==> src/rtl/fadd_ctrl_pkg.sv <==
// Shared types and defaults for the fadd requester-side controller.
package fadd_ctrl_pkg;

  localparam int unsigned FADD_LAT_DEF = 2;
  localparam int unsigned DEPTH_DEF    = 4;
  localparam int unsigned TAG_W_DEF    = 5;

  localparam logic [7:0] EXP_MAX = 8'hFF;

  // IEEE-754 single precision view of a 32-bit word.
  typedef struct packed {
    logic        sign;
    logic [7:0]  exp;
    logic [22:0] mant;
  } fp32_t;

  // Result flags, bit order [2]=in_special, [1]=zero, [0]=overflow.
  typedef struct packed {
    logic in_special;
    logic zero;
    logic overflow;
  } exc_flags_t;

  function automatic logic is_special(input fp32_t x);
    return x.exp == EXP_MAX;
  endfunction

  function automatic exc_flags_t exc_flags(input fp32_t y, input logic in_special);
    exc_flags_t f;
    f.overflow   = (y.exp == EXP_MAX);
    f.zero       = (y.exp == 8'h00) && (y.mant == 23'h0);
    f.in_special = in_special;
    return f;
  endfunction

endpackage

==> src/rtl/fadd_ctrl_fifo.sv <==
// Synchronous circular FIFO with occupancy count; pop frees an entry before a
// same-cycle push, so push+pop on a full FIFO is legal.
module fadd_ctrl_fifo #(
  parameter int unsigned DEPTH = 4,
  parameter int unsigned WIDTH = 8
) (
  input  logic                       clk,
  input  logic                       rstn,
  input  logic                       push,
  input  logic [WIDTH-1:0]           wdata,
  input  logic                       pop,
  output logic [WIDTH-1:0]           rdata,
  output logic                       empty,
  output logic [$clog2(DEPTH+1)-1:0] count
);

  localparam int unsigned PtrW = (DEPTH > 1) ? $clog2(DEPTH) : 1;
  localparam int unsigned CntW = $clog2(DEPTH + 1);

  logic [WIDTH-1:0] mem_q [DEPTH];
  logic [WIDTH-1:0] mem_d [DEPTH];
  logic [PtrW-1:0]  wr_ptr_q, wr_ptr_d;
  logic [PtrW-1:0]  rd_ptr_q, rd_ptr_d;
  logic [CntW-1:0]  count_q, count_d;
  logic             do_push, do_pop;

  // Pointers wrap explicitly at DEPTH so non-power-of-two depths also work.
  function automatic logic [PtrW-1:0] ptr_inc(input logic [PtrW-1:0] p);
    return (p == PtrW'(DEPTH - 1)) ? '0 : p + PtrW'(1);
  endfunction

  // Next-state: guarded push/pop, pointer advance and occupancy update.
  always_comb begin
    do_pop   = pop && (count_q != '0);
    do_push  = push && ((count_q != CntW'(DEPTH)) || do_pop);
    mem_d    = mem_q;
    wr_ptr_d = wr_ptr_q;
    rd_ptr_d = rd_ptr_q;
    count_d  = count_q;
    if (do_push) begin
      mem_d[wr_ptr_q] = wdata;
      wr_ptr_d        = ptr_inc(wr_ptr_q);
    end
    if (do_pop) begin
      rd_ptr_d = ptr_inc(rd_ptr_q);
    end
    case ({do_push, do_pop})
      2'b10:   count_d = count_q + CntW'(1);
      2'b01:   count_d = count_q - CntW'(1);
      default: count_d = count_q;
    endcase
  end

  // Storage and pointer registers; contents cleared so the head reads 0 after reset.
  always_ff @(posedge clk or negedge rstn) begin
    if (!rstn) begin
      for (int i = 0; i < int'(DEPTH); i++) begin
        mem_q[i] <= '0;
      end
      wr_ptr_q <= '0;
      rd_ptr_q <= '0;
      count_q  <= '0;
    end else begin
      mem_q    <= mem_d;
      wr_ptr_q <= wr_ptr_d;
      rd_ptr_q <= rd_ptr_d;
      count_q  <= count_d;
    end
  end

  assign rdata = mem_q[rd_ptr_q];
  assign empty = (count_q == '0);
  assign count = count_q;

endmodule

==> src/rtl/fadd_ctrl.sv <==
// Requester-side controller for a fixed-latency, handshake-free fadd pipeline.
// Issues operands, tracks in-flight ops with a valid/tag shift register and
// returns results in order through a credit-protected response FIFO.
// Optional macro FADD_CTRL_EXC_EN adds the rsp_flags output.
module fadd_ctrl
  import fadd_ctrl_pkg::*;
#(
  parameter int unsigned FADD_LAT = FADD_LAT_DEF,
  parameter int unsigned DEPTH    = DEPTH_DEF,
  parameter int unsigned TAG_W    = TAG_W_DEF
) (
  input  logic             clk,
  input  logic             rstn,
  input  logic             req_valid,
  output logic             req_ready,
  input  logic [31:0]      req_x1,
  input  logic [31:0]      req_x2,
  input  logic             req_sub,
  input  logic [TAG_W-1:0] req_tag,
  output logic             rsp_valid,
  input  logic             rsp_ready,
  output logic [31:0]      rsp_y,
  output logic [TAG_W-1:0] rsp_tag,
`ifdef FADD_CTRL_EXC_EN
  output logic [2:0]       rsp_flags,
`endif
  output logic [31:0]      fa_x1,
  output logic [31:0]      fa_x2,
  input  logic [31:0]      fa_y
);

  localparam int unsigned FifoCntW = $clog2(DEPTH + 1);
  localparam int unsigned CredW    = FifoCntW + 1;
  localparam int unsigned InflW    = $clog2(FADD_LAT + 1);
`ifdef FADD_CTRL_EXC_EN
  localparam int unsigned FlagW    = 3;
`else
  localparam int unsigned FlagW    = 0;
`endif
  localparam int unsigned EntryW   = 32 + TAG_W + FlagW;

  logic                           rdy_en_q, rdy_en_d;
  logic [31:0]                    fa_x1_q, fa_x1_d;
  logic [31:0]                    fa_x2_q, fa_x2_d;
  logic [FADD_LAT-1:0]            vld_q, vld_d;
  logic [FADD_LAT-1:0][TAG_W-1:0] tag_q, tag_d;
`ifdef FADD_CTRL_EXC_EN
  logic [FADD_LAT-1:0]            spc_q, spc_d;
  exc_flags_t                     cap_flags;
`endif
  logic [InflW-1:0]               infl_q, infl_d;
  logic                           accept, capture;
  logic [EntryW-1:0]              push_data, head_data;
  logic [FifoCntW-1:0]            fifo_cnt;
  logic                           fifo_empty;
  logic [CredW-1:0]               credit_used;
  fp32_t                          x1_in, x2_in;

  // Credit check on registered counts; a same-cycle pop is deliberately not
  // credited, so every accepted op is guaranteed a FIFO slot at capture.
  always_comb begin
    credit_used = CredW'(infl_q) + CredW'(fifo_cnt);
    req_ready   = rdy_en_q && (credit_used < CredW'(DEPTH));
    accept      = req_valid && req_ready;
    capture     = vld_q[FADD_LAT-1];
  end

  // Next-state for operand registers, issue shift register and in-flight count.
  always_comb begin
    x1_in      = fp32_t'(req_x1);
    x2_in      = fp32_t'(req_x2);
    x2_in.sign = req_x2[31] ^ req_sub;
    rdy_en_d   = 1'b1;
    fa_x1_d    = fa_x1_q;
    fa_x2_d    = fa_x2_q;
    if (accept) begin
      fa_x1_d = x1_in;
      fa_x2_d = x2_in;
    end
    vld_d[0] = accept;
    tag_d[0] = req_tag;
    for (int i = 1; i < int'(FADD_LAT); i++) begin
      vld_d[i] = vld_q[i-1];
      tag_d[i] = tag_q[i-1];
    end
`ifdef FADD_CTRL_EXC_EN
    spc_d[0] = is_special(x1_in) || is_special(x2_in);
    for (int i = 1; i < int'(FADD_LAT); i++) begin
      spc_d[i] = spc_q[i-1];
    end
`endif
    case ({accept, capture})
      2'b10:   infl_d = infl_q + InflW'(1);
      2'b01:   infl_d = infl_q - InflW'(1);
      default: infl_d = infl_q;
    endcase
  end

  // State registers; rdy_en_q keeps req_ready low until the first edge after reset.
  always_ff @(posedge clk or negedge rstn) begin
    if (!rstn) begin
      rdy_en_q <= 1'b0;
      fa_x1_q  <= '0;
      fa_x2_q  <= '0;
      vld_q    <= '0;
      tag_q    <= '0;
`ifdef FADD_CTRL_EXC_EN
      spc_q    <= '0;
`endif
      infl_q   <= '0;
    end else begin
      rdy_en_q <= rdy_en_d;
      fa_x1_q  <= fa_x1_d;
      fa_x2_q  <= fa_x2_d;
      vld_q    <= vld_d;
      tag_q    <= tag_d;
`ifdef FADD_CTRL_EXC_EN
      spc_q    <= spc_d;
`endif
      infl_q   <= infl_d;
    end
  end

  // Assemble the FIFO entry from the fadd result and the tag leaving the pipe.
  always_comb begin
`ifdef FADD_CTRL_EXC_EN
    cap_flags = exc_flags(fp32_t'(fa_y), spc_q[FADD_LAT-1]);
    push_data = {fa_y, tag_q[FADD_LAT-1], cap_flags};
`else
    push_data = {fa_y, tag_q[FADD_LAT-1]};
`endif
  end

  fadd_ctrl_fifo #(
    .DEPTH (DEPTH),
    .WIDTH (EntryW)
  ) u_rsp_fifo (
    .clk   (clk),
    .rstn  (rstn),
    .push  (capture),
    .wdata (push_data),
    .pop   (rsp_ready),
    .rdata (head_data),
    .empty (fifo_empty),
    .count (fifo_cnt)
  );

  assign fa_x1     = fa_x1_q;
  assign fa_x2     = fa_x2_q;
  assign rsp_valid = !fifo_empty;
  assign rsp_y     = head_data[EntryW-1 -: 32];
  assign rsp_tag   = head_data[FlagW +: TAG_W];
`ifdef FADD_CTRL_EXC_EN
  assign rsp_flags = head_data[2:0];
`endif

endmodule

==> config.mk <==
export PLATFORM = sky130hd
export DESIGN_NAME = fadd_ctrl
export DESIGN_NICKNAME = d
export VERILOG_FILES = /design/src/rtl/fadd_ctrl_pkg.sv /design/src/rtl/fadd_ctrl_fifo.sv /design/src/rtl/fadd_ctrl.sv
export SDC_FILE = /design/constraint.sdc
export NUM_CORES = 1
export LEC_CHECK = 0
export CORE_UTILIZATION = 35
export DETAILED_ROUTE_END_ITERATION = 10
export PLACE_DENSITY = 0.71
export SLEW_MARGIN = 30
export SYNTH_ARGS = -nofsm -noshare
export SYNTH_HDL_FRONTEND = slang
export SYNTH_SLANG_ARGS = --single-unit
export TNS_END_PERCENT = 1
==> constraint.sdc <==
create_clock -name clk -period 4.6 [get_ports clk]
set_clock_uncertainty 0.2 [all_clocks]
set_input_delay 1.15 -clock clk [delete_from_list [all_inputs] [get_ports clk]]
set_output_delay 1.15 -clock clk [all_outputs]
set_load 0.02 [all_outputs]
==> results.py <==
metrics = {
    "yosys": {
        "avgSynthCellArea_um2": 17.3,
        "yosysSeqAreaShare_pct": 60.4,
        "synth_top_area_share_pct": 60.4,
        "ys.flop_type": "dfrtp_1",
        "synth_nets": 675,
        "ys_ff_latch": 234,
        "netlist_area_um2": 9690,
        "synthArstFlopShare_pct": 100,
        "yosysWarnings": 0,
        "synth_area_leaders": "dfrtp_1 (60%), mux2_2 (25%), mux4_2 (8.6%)",
        "synthCells": 560,
        "synth_edf_count": 0,
        "synth.largest_area_cell": "dfrtp_1",
        "yosysMostFrequentCell": "dfrtp_1",
        "yosys-top-cells-count": "dfrtp_1 (234), mux2_2 (216), mux4_2 (37), buf_6 (12), ha_1 (8)",
        "synth_cell_types": 24,
    },
    "placed_design": {
        "port_buffers": 208,
        "placedCellCount": 1092,
        "pre_cts_slack_ns": 0.828,
        "place_congestion": 0.664,
        "place_area_um2": 12100,
        "post-dp-hpwl_mm": 12.8,
    },
    "floorplan": {
        "coreArea_um2": 27000,
        "start_util_pct": 35.8,
        "die_w_um": 168,
        "die_area_um2": 28400,
        "ios": 209,
        "num_rows": 60,
        "fp.dieH_um": 168,
    },
    "clocking": {
        "insertion_delay_ns": 0.52,
        "cts_setup_buffers": 0,
        "path_clk_slew_ns": 0.06,
        "cts_tree": "done",
        "cts_sinks": 234,
        "htree_levels": 1,
        "clock_tree.buffer_depth": 3,
        "cts_hold_buf": 0,
        "cts_root_buffer": "clkbuf_16",
        "numCtsBuffers": 27,
        "cts_resized": 0,
    },
    "setup_path": {
        "criticalPathCategory": "reg2out",
        "cp_max_fo": 40,
        "crit_chain": "mux4_2 -> clkdlybuf4s50_1",
        "crit_path_start": "u_rsp_fifo.rd_ptr_q[0]$_DFFE_PN0P_",
        "slowest_stage": "dfrtp_4",
        "required_ns": 3.25,
        "worstReg2RegStart": "u_rsp_fifo.count[0]$_DFFE_PN0P_",
        "max_stage_delay_ns": 0.99,
        "end_kind": "output port",
        "startpoint_type": "flip-flop",
        "cp.arrival_ns": 2.72,
    },
    "sta": {
        "slew_headroom_pct": 42.7,
        "fmax_mhz": 246,
        "min_period_ns": 4.07,
        "hold_viol": 0,
        "slew_viol_final": 0,
        "layout_setup_ws_ns": 0.535,
        "finalSetupTns_ns": 0,
        "worstMarginPinSlew_ns": 0.860,
        "rsz0062_at_grt": "no",
        "finalSetupViolations": 0,
        "period_share_pct": 88.4,
    },
    "drt": {
        "vias": 5540,
        "drtIter0Drc": 222,
        "firstDrtPassIters": 4,
        "wl_per_cell_um": 17.9,
        "vias_per_cell": 4.86,
        "wirelength_mm": 20.4,
        "ant_nets": 0,
        "drc": 0,
    },
    "hold_path": {
        "min_from": "tag_d[6]$_DFF_PN0_",
        "min-delay-path-class": "reg2reg",
    },
    "run": {
        "cap_violations": 0,
    },
    "final_layout": {
        "fin_nets": 896,
        "final_layout_size_suffix_gt1_share_pct": 39.7,
        "num_antenna_cells": 0,
        "nFillCells": 2315,
        "design_area_um2": 13000,
        "fin_cells": 1139,
        "area.growth.synth_to_final_pct": 34.1,
    },
    "grt": {
        "antenna_found_initial": 0,
        "grt_max_degree": 79,
        "grt_pass1_wl_mm": 33.2,
        "grt_usage_pct": 14.7,
        "grt_pass1_vias": 6106,
        "overflow": 0,
    },
    "power_and_ir_drop": {
        "irDropWorstVdd_v": 0.000402,
        "leakagePower_nw": 5.30,
        "powerDensity_nw_per_um2": 766,
        "p_total_mw": 9.95,
    },
    "status": {
        "status": "completed",
    },
}
-- final timing paths --
kind | slack (ns) | to | cells past startpoint
worst max-delay path | 0.53 | rsp_y[20] | 2
worst min-delay path | 0.15 | push_data[1]$_DFF_PN0_ | 0
worst max register to register | 1.96 | u_rsp_fifo.count[2]$_DFFE_PN0P_ | 8
worst min register to register | 0.15 | push_data[1]$_DFF_PN0_ | 0
max in group asynchronous | 3.04 | fa_x2[29]$_DFFE_PN0P_ | 2
min in group asynchronous | 0.41 | u_rsp_fifo.mem_q[54]$_DFFE_PN0P_ | 1
-- cells in the final DEF, fill, tap and decap left out --
cell,n
and3_1,1
buf_12,4
buf_16,1
buf_4,6
buf_8,1
bufinv_16,1
clkbuf_1,2
clkbuf_16,27
clkbuf_8,4
clkdlybuf4s50_1,207
clkinv_2,10
clkinv_4,1
clkinvlp_4,1
conb_1,1
dfrtp_1,232
dfrtp_2,1
dfrtp_4,1
fa_1,1
ha_1,8
inv_1,6
inv_2,1
mux2_2,216
mux2i_1,1
mux4_2,37
nand2_1,6
nand2b_1,1
nand3_1,1
nor2_1,5
nor2_4,4
nor4b_4,1
nor4bb_1,1
or3_1,1
xnor2_1,3
xor2_1,4
-- logic make-up after synthesis --
group / Yosys count / synth area share [%]
multiplexers: 254 / 33.8
flip-flops: 234 / 60.4
buffers and inverters: 34 / 2.56
AND/OR/NAND/NOR: 21 / 1.28
adder cells (fa/ha/maj): 9 / 1.24
XOR/XNOR: 7 / 0.633
other: 1 / 0.0387
-- worst max-delay path, delay by kind of cell, from the launching register on --
family   cells  cell delay (ns)
mux          1             0.60
buf+inv      1             0.57
flops        1             0.99
-- per-layer routing --
metal,wire length (um),global-route usage [%],vias up
met4,430,3.75,0
li1,-,-,2477
met1,8720,19.0,2860
met3,1530,4.56,33
met2,9750,23.9,170
met5,0,0,-
-- power by group --
part           switching, mW  internal, mW  leakage (nW)
clock network          0.821          1.19         0.421
logic                   1.71          2.51          2.11
registers              0.671          3.06          2.76
-- sequential cells by signal (all words and copies together) (netlist names) --
name,count
u_rsp_fifo.mem_q,148
fa_x1,32
fa_x2,32
push_data,5
tag_d,5
u_rsp_fifo.count,3
infl_q,2
u_rsp_fifo.rd_ptr_q,2
u_rsp_fifo.wr_ptr_q,2
vld_q,2
rdy_en_q,1
-- area by class of cell --
type / count / area [um2] / area share (%)
Clock buffer: 33 / 738 / 5.68
Clock inverter: 13 / 96.3 / 0.742
Inverter: 7 / 26.3 / 0.202
Multi-Input combinational cell: 292 / 3600 / 27.7
Sequential cell: 234 / 5860 / 45.1
Tap cell: 341 / 427 / 3.28
Timing Repair Buffer: 219 / 2240 / 17.2
-- stage by stage --
| stage | util (%) | hold slack [ns] |
|---|---|---|
| floorplan | - | 0.131 |
| global placement | 44.9 | 0.134 |
| detailed placement | 44.9 | 0.135 |
| CTS | 48.0 | 0.147 |
| global route | 48.1 | 0.153 |
| finish | 48.1 | 0.147 |
Note: power is estimated with default switching activity, not from simulation.
